File: config.mk
export PLATFORM = sky130hd
export DESIGN_NAME = dmem_dump_arbiter_flat
export DESIGN_NICKNAME = d
export VERILOG_FILES = /design/src/rtl/dmem_dump_arbiter_if.sv /design/src/rtl/dmem_dump_arbiter.sv /design/src/flat_wrapper.sv
export SDC_FILE = /design/constraint.sdc
export NUM_CORES = 1
export LEC_CHECK = 0
export CORE_AREA = 2 2 160 162
export DETAILED_ROUTE_END_ITERATION = 16
export DIE_AREA = 0 0 162 164
export HOLD_SLACK_MARGIN = 0.03
export PLACE_DENSITY_LB_ADDON = 0.25
export SYNTH_ARGS = -nofsm -noshare
export SYNTH_HDL_FRONTEND = slang
export SYNTH_SLANG_ARGS = --single-unit
File: constraint.sdc
create_clock -name clk -period 2.3 [get_ports clk]
set_input_delay 0.46 -clock clk [delete_from_list [all_inputs] [get_ports clk]]
set_output_delay 0.46 -clock clk [all_outputs]
set_load 0.005 [all_outputs]
File: src/rtl/dmem_dump_arbiter_if.sv
// Bus bundle between the datapath MEM stage, the dump consumer, dmem and the
// arbiter. The arbiter uses the slave view; the surrounding system uses master.
// DMEM_ARB_ALIGN_CHK_EN adds the align_err flag to the bundle.
interface dmem_dump_arbiter_if #(
  parameter int N  = 64,
  parameter int AW = 6
);
  logic [N-1:0]  cpu_addr;
  logic [N-1:0]  cpu_writeData;
  logic          cpu_writeEnable;
  logic          cpu_readEnable;
  logic [N-1:0]  cpu_readData;
  logic          cpu_stall;
  logic          dump_req;
  logic          dump_ready;
  logic          dump_valid;
  logic [AW-1:0] dump_addr;
  logic [N-1:0]  dump_data;
  logic          dump_done;
  logic [AW-1:0] mem_address;
  logic [N-1:0]  mem_writeData;
  logic          mem_memWrite;
  logic          mem_memRead;
  logic [N-1:0]  mem_readData;
`ifdef DMEM_ARB_ALIGN_CHK_EN
  logic          align_err;
`endif

  modport slave (
    input  cpu_addr, cpu_writeData, cpu_writeEnable, cpu_readEnable,
    input  dump_req, dump_ready, mem_readData,
    output cpu_readData, cpu_stall, dump_valid, dump_addr, dump_data, dump_done,
    output mem_address, mem_writeData, mem_memWrite, mem_memRead
`ifdef DMEM_ARB_ALIGN_CHK_EN
    , output align_err
`endif
  );

  modport master (
    output cpu_addr, cpu_writeData, cpu_writeEnable, cpu_readEnable,
    output dump_req, dump_ready, mem_readData,
    input  cpu_readData, cpu_stall, dump_valid, dump_addr, dump_data, dump_done,
    input  mem_address, mem_writeData, mem_memWrite, mem_memRead
`ifdef DMEM_ARB_ALIGN_CHK_EN
    , input align_err
`endif
  );
endinterface

File: src/rtl/dmem_dump_arbiter.sv
// dmem_dump_arbiter: shares the single dmem port between the CPU MEM stage and
// a sequential dump scanner. A rising edge on dump_req stalls the pipeline,
// streams all DEPTH words over valid/ready, pulses dump_done, then hands the
// port back to the CPU.
// Optional: define DMEM_ARB_ALIGN_CHK_EN to add a sticky align_err flag that
// blocks misaligned or out-of-range CPU accesses.
module dmem_dump_arbiter #(
  parameter int N     = 64,
  parameter int AW    = 6,
  parameter int DEPTH = 64
) (
  input logic                clk,
  input logic                reset,
  dmem_dump_arbiter_if.slave bus
);

  typedef enum logic [1:0] {IDLE = 2'd0, SCAN = 2'd1, DONE = 2'd2} state_t;

  localparam logic [AW-1:0] LAST_IDX = AW'(DEPTH - 1);

  state_t        state, state_nxt;
  logic [AW-1:0] cnt, cnt_nxt;
  logic          req_q;
  logic          req_edge;
  logic          cpu_wr_ok;
  logic          cpu_rd_zero;

  logic [N-1:0]  cpu_readData;
  logic          cpu_stall;
  logic          dump_valid;
  logic [AW-1:0] dump_addr;
  logic [N-1:0]  dump_data;
  logic          dump_done;
  logic [AW-1:0] mem_address;
  logic [N-1:0]  mem_writeData;
  logic          mem_memWrite;
  logic          mem_memRead;

  // Only a fresh 0->1 transition starts a scan; a level held high does not.
  assign req_edge = bus.dump_req & ~req_q;

`ifdef DMEM_ARB_ALIGN_CHK_EN
  localparam logic [N-1:0] ADDR_MAX = N'(DEPTH * 8 - 1);

  logic bad_addr;
  logic align_err_q;

  assign bad_addr    = (bus.cpu_addr[2:0] != 3'd0) || (bus.cpu_addr > ADDR_MAX);
  assign cpu_wr_ok   = ~bad_addr;
  assign cpu_rd_zero = bad_addr & bus.cpu_readEnable;

  // Sticky flag: any bad CPU access seen while the CPU owns the port
  always_ff @(posedge clk or negedge reset) begin
    if (!reset)
      align_err_q <= 1'b0;
    else if (state == IDLE && bad_addr && (bus.cpu_writeEnable || bus.cpu_readEnable))
      align_err_q <= 1'b1;
  end

  assign bus.align_err = align_err_q;
`else
  // Byte-offset and high address bits carry no meaning without the check.
  logic unused_addr_bits;
  assign unused_addr_bits = ^{bus.cpu_addr[N-1:AW+3], bus.cpu_addr[2:0]};
  assign cpu_wr_ok        = 1'b1;
  assign cpu_rd_zero      = 1'b0;
`endif

  // State, scan counter and dump_req edge register
  always_ff @(posedge clk or negedge reset) begin
    if (!reset) begin
      state <= IDLE;
      cnt   <= '0;
      req_q <= 1'b0;
    end else begin
      state <= state_nxt;
      cnt   <= cnt_nxt;
      req_q <= bus.dump_req;
    end
  end

  // Next-state logic and steering of the memory port
  always_comb begin
    state_nxt     = state;
    cnt_nxt       = cnt;
    cpu_readData  = bus.mem_readData;
    cpu_stall     = 1'b0;
    dump_valid    = 1'b0;
    dump_addr     = '0;
    dump_data     = '0;
    dump_done     = 1'b0;
    mem_address   = '0;
    mem_writeData = '0;
    mem_memWrite  = 1'b0;
    mem_memRead   = 1'b0;
    case (state)
      IDLE: begin
        // The CPU access in the request cycle still completes.
        mem_address   = bus.cpu_addr[AW+2:3];
        mem_writeData = bus.cpu_writeData;
        mem_memWrite  = bus.cpu_writeEnable & cpu_wr_ok;
        mem_memRead   = bus.cpu_readEnable;
        if (cpu_rd_zero)
          cpu_readData = '0;
        if (req_edge)
          state_nxt = SCAN;
      end
      SCAN: begin
        cpu_stall   = 1'b1;
        mem_memRead = 1'b1;
        mem_address = cnt;
        dump_addr   = cnt;
        dump_data   = bus.mem_readData;
        dump_valid  = 1'b1;
        if (bus.dump_ready) begin
          if (cnt == LAST_IDX) begin
            cnt_nxt   = '0;
            state_nxt = DONE;
          end else begin
            cnt_nxt = cnt + AW'(1);
          end
        end
      end
      DONE: begin
        cpu_stall = 1'b1;
        dump_done = 1'b1;
        state_nxt = IDLE;
      end
      default: state_nxt = IDLE;
    endcase
    // While reset is held the block presents a quiet port; load data still flows.
    if (!reset) begin
      cpu_readData  = bus.mem_readData;
      cpu_stall     = 1'b0;
      dump_valid    = 1'b0;
      dump_addr     = '0;
      dump_data     = '0;
      dump_done     = 1'b0;
      mem_address   = '0;
      mem_writeData = '0;
      mem_memWrite  = 1'b0;
      mem_memRead   = 1'b0;
    end
  end

  assign bus.cpu_readData  = cpu_readData;
  assign bus.cpu_stall     = cpu_stall;
  assign bus.dump_valid    = dump_valid;
  assign bus.dump_addr     = dump_addr;
  assign bus.dump_data     = dump_data;
  assign bus.dump_done     = dump_done;
  assign bus.mem_address   = mem_address;
  assign bus.mem_writeData = mem_writeData;
  assign bus.mem_memWrite  = mem_memWrite;
  assign bus.mem_memRead   = mem_memRead;

endmodule

File: src/flat_wrapper.sv
// flat-port wrapper written by rule: the top's interface ports become plain ports
module dmem_dump_arbiter_flat 
#(
  parameter int N     = 64,
  parameter int AW    = 6,
  parameter int DEPTH = 64
)
  (clk, reset, bus_cpu_addr, bus_cpu_writeData, bus_cpu_writeEnable, bus_cpu_readEnable, bus_dump_req, bus_dump_ready, bus_mem_readData, bus_cpu_readData, bus_cpu_stall, bus_dump_valid, bus_dump_addr, bus_dump_data, bus_dump_done, bus_mem_address, bus_mem_writeData, bus_mem_memWrite, bus_mem_memRead);
  dmem_dump_arbiter_if #(.N(N), .AW(AW)) bus_i ();
  input logic clk;
  input logic reset;
  input wire logic [$bits(bus_i.cpu_addr)-1:0] bus_cpu_addr;
  input wire logic [$bits(bus_i.cpu_writeData)-1:0] bus_cpu_writeData;
  input wire logic [$bits(bus_i.cpu_writeEnable)-1:0] bus_cpu_writeEnable;
  input wire logic [$bits(bus_i.cpu_readEnable)-1:0] bus_cpu_readEnable;
  input wire logic [$bits(bus_i.dump_req)-1:0] bus_dump_req;
  input wire logic [$bits(bus_i.dump_ready)-1:0] bus_dump_ready;
  input wire logic [$bits(bus_i.mem_readData)-1:0] bus_mem_readData;
  output wire logic [$bits(bus_i.cpu_readData)-1:0] bus_cpu_readData;
  output wire logic [$bits(bus_i.cpu_stall)-1:0] bus_cpu_stall;
  output wire logic [$bits(bus_i.dump_valid)-1:0] bus_dump_valid;
  output wire logic [$bits(bus_i.dump_addr)-1:0] bus_dump_addr;
  output wire logic [$bits(bus_i.dump_data)-1:0] bus_dump_data;
  output wire logic [$bits(bus_i.dump_done)-1:0] bus_dump_done;
  output wire logic [$bits(bus_i.mem_address)-1:0] bus_mem_address;
  output wire logic [$bits(bus_i.mem_writeData)-1:0] bus_mem_writeData;
  output wire logic [$bits(bus_i.mem_memWrite)-1:0] bus_mem_memWrite;
  output wire logic [$bits(bus_i.mem_memRead)-1:0] bus_mem_memRead;
  assign bus_i.cpu_addr = bus_cpu_addr;
  assign bus_i.cpu_writeData = bus_cpu_writeData;
  assign bus_i.cpu_writeEnable = bus_cpu_writeEnable;
  assign bus_i.cpu_readEnable = bus_cpu_readEnable;
  assign bus_i.dump_req = bus_dump_req;
  assign bus_i.dump_ready = bus_dump_ready;
  assign bus_i.mem_readData = bus_mem_readData;
  assign bus_cpu_readData = bus_i.cpu_readData;
  assign bus_cpu_stall = bus_i.cpu_stall;
  assign bus_dump_valid = bus_i.dump_valid;
  assign bus_dump_addr = bus_i.dump_addr;
  assign bus_dump_data = bus_i.dump_data;
  assign bus_dump_done = bus_i.dump_done;
  assign bus_mem_address = bus_i.mem_address;
  assign bus_mem_writeData = bus_i.mem_writeData;
  assign bus_mem_memWrite = bus_i.mem_memWrite;
  assign bus_mem_memRead = bus_i.mem_memRead;
  dmem_dump_arbiter #(.N(N), .AW(AW), .DEPTH(DEPTH)) u_core (.clk(clk), .reset(reset), .bus(bus_i));
endmodule
==> results.toml <==
[clocking]
cts.path.max_buffers = 2
htreeDepth = 1
cts_hold_buf = 0
clk_pin_slew_worst_paths_ns = 0.04
cts.sinks = 9
cts-root-buf = "clkbuf_16"
cts_tree = "done"
numCtsBuffers = 3
clk_latency_ns = 0.24

[cells_and_area]
diodes = 0
fillers = 2730
final_nets = 804
area_delta_synth_final_pct = 190
drive_above_1_share_pct = 15.5
final_util_pct = 24.5

[critical_path]
crit_family = "buffers and inverters"
cp.buffers_inverters = 3
cpMaxStageDelayCell = "clkdlybuf4s50_1"
startpoint_type = "flip-flop"
arrival_ns = 1.84
cp_cell_sequence = "buf_4, ha_2, buf_4, and3_1, clkdlybuf4s50_1"
crit_fanout = 7
critical_path_required_ns = 1.84
max_stage_delay_ns = 0.46
path_common_cell = "buf_4"
end_kind = "output pin"
crit_type = "reg -> out"

[job]
cap_violations = 0

[yosys]
yosysTopAreaCell = "and3_1"
yosys-mux-area-fraction_pct = 0.536
synth_top_area_share_pct = 39.9
synth_nets = 500
synth_fa_ha_area_share_pct = 3.58
ys.flop_type = "dfrtp_1"
async_flop_share_pct = 100
syn_inst = 296
yosysUniqueCellTypes = 34
synth_commonest_cells = "134 x and3_1, 65 x buf_4, 17 x clkbuf_1"
synth_simple_gate_area_share_pct = 45.9
synth_top_family_by_area = "simple AND/OR/NAND/NOR gates"
ys_ff_latch = 9
synth_area_leaders = "and3_1 40%, buf_4 23%, dfrtp_1 11%"
ys_seq_area_share_pct = 10.7
syn-cell-area_um2 = 2100
yosys.cell_count.top_type = "and3_1"
synth_compound_area_share_pct = 7.75
postSynthAreaPerCell_um2 = 7.09
yosysWarnings = 0
synth_edf_count = 0
synth-xor-area-share_pct = 0.834

[power]
p_per_area_nw_per_um2 = 616
vdd_drop_max_mv = 0.319
p_leak_nw = 3.66

[global_route]
grt_max_degree = 80
grtUsageTotal_pct = 8.68
grt_first_pass_wirelength_um = 18300
grt_pass1_vias = 3024
antenna_found_initial = 0
grt_overflow_total = 0

[routing]
drt-vias-per-instance = 3.42
drc = 0
ant_nets = 0
via_count = 3178
dr.pass1.iters = 4
drt-wirelength-per-cell_um = 14.8
wirelength_um = 13800
drt_iter0_markers = 112

[outcome]
status = "completed"

[timing]
relSlewSlack_pct = 81.9
clock_skew_ns = 0.00264
finalHoldViolations = 0
maxSlewViolCount = 0
whs_ns = 0.192
setup_viol_count_final = 0
worst_slew_pin_slew_ns = 0.268
grt_setup_unrepaired = "yes"
fin_crit_ns = 2.30
min_period_over_period_pct = 99.8
max_freq_ghz = 0.436

[hold_path]
hold_path_class = "in -> async"

[floorplan]
core_area_um2 = 24800
die_h_um = 164
die_w_um = 162
ioPinCount = 407
num_rows = 58
initial_core_util_pct = 8.46
die_area_um2 = 26600

[placement]
hpwl_um = 10400
gp_congestion = 0.681
io_buffers = 348
-- timing repair --
item,in CTS,in global routing
setup endpoints to repair,129,64
resized for setup,108,126
setup buffers,7,14
pin swaps,1,2
gates cloned,3,3
-- final timing paths --
path	start	endpoint	slack, ns	cells past startpoint
max in group asynchronous	reset	u_core.cnt[5]	1.79	3
min in group clk	u_core.cnt[4]	u_core.cnt[4]	0.58	1
max reg2reg	u_core.state[0]	u_core.cnt[3]	0.69	6
min reg2reg	u_core.cnt[4]	u_core.cnt[4]	0.58	1
max	u_core.state[0]	bus_dump_addr[3]	0.005	5
min	reset	u_core.state[0]	0.19	2
-- area by class of cell --
cell class,count,area [um^2],share of cell area (%)
inverters,4,17.5,0.288
well taps,330,413,6.78
clock buffers,3,75.1,1.23
repair buffers,395,4050,66.5
flip-flops and latches,9,226,3.72
multi-input cells,187,1300,21.4
clock inverters,1,5.00,0.0822
-- per-layer routing --
metal	vias up	part of all wire (%)	track usage (%)
li1	1589	-	-
met4	0	0.65	1.09
met1	1440	39	10.2
met2	140	53	16.7
met3	9	7.2	1.67
met5	-	0	0
-- kinds of logic (layout without fill, tap and decap cells) --
group | Yosys count | count (layout)
xor+xnor | 2 | 2
simple gates | 156 | 156
fa+ha+maj | 6 | 6
compound gates | 22 | 22
flops | 9 | 9
mux | 1 | 1
buf+inv | 100 | 403
-- state kept, by name (all words and copies together) (netlist names) --
signal	count
u_core.state	2
u_core.req_q	1
u_core.cnt	6
-- power breakdown --
| group | total [W] | leakage, nW | switching (W) | internal [W] |
|---|---|---|---|---|
| Combinational | 0.00313 | 3.51 | 0.00119 | 0.00194 |
| Clock | 0.000316 | 0.0409 | 0.0000860 | 0.000230 |
| Sequential | 0.000308 | 0.112 | 0.0000932 | 0.000214 |
| Total | 0.00375 | 3.66 | 0.00137 | 0.00239 |
-- through the flow --
step | TNS [ns] | setup slack [ns] | total power, W | instance area [um^2] | std cells
2_1_floorplan | 0 | 0.649 | 0.00123 | 2100 | 296
3_3_place_gp | -0.0202 | -0.0202 | 0.00280 | 5580 | 898
3_5_place_dp | -0.0244 | -0.0244 | 0.00277 | 5580 | 898
4_1_cts | -1.97 | -0.127 | 0.00333 | 5760 | 912
5_1_grt | -0.154 | -0.0917 | 0.00403 | 6090 | 929
6_report | 0 | 0.00485 | 0.00375 | 6090 | 929
-- cells in the final DEF (no fill, tap or decap), types with 4 or more instances in the layout --
cell type        count
and3_1             130
clkbuf_2            20
and2_1               5
dlymetal6s2s_1      44
clkdlybuf4s50_1    211
clkdlybuf4s15_1     29
buf_4               27
a21o_1               4
buf_12               9
clkbuf_16            6
dlygate4sd2_1       42
and3_4               4
nor2b_1              4
o21ai_0              4
dfrtp_1              8
nand2_1              5
Note: power is estimated with default switching activity, not from simulation.
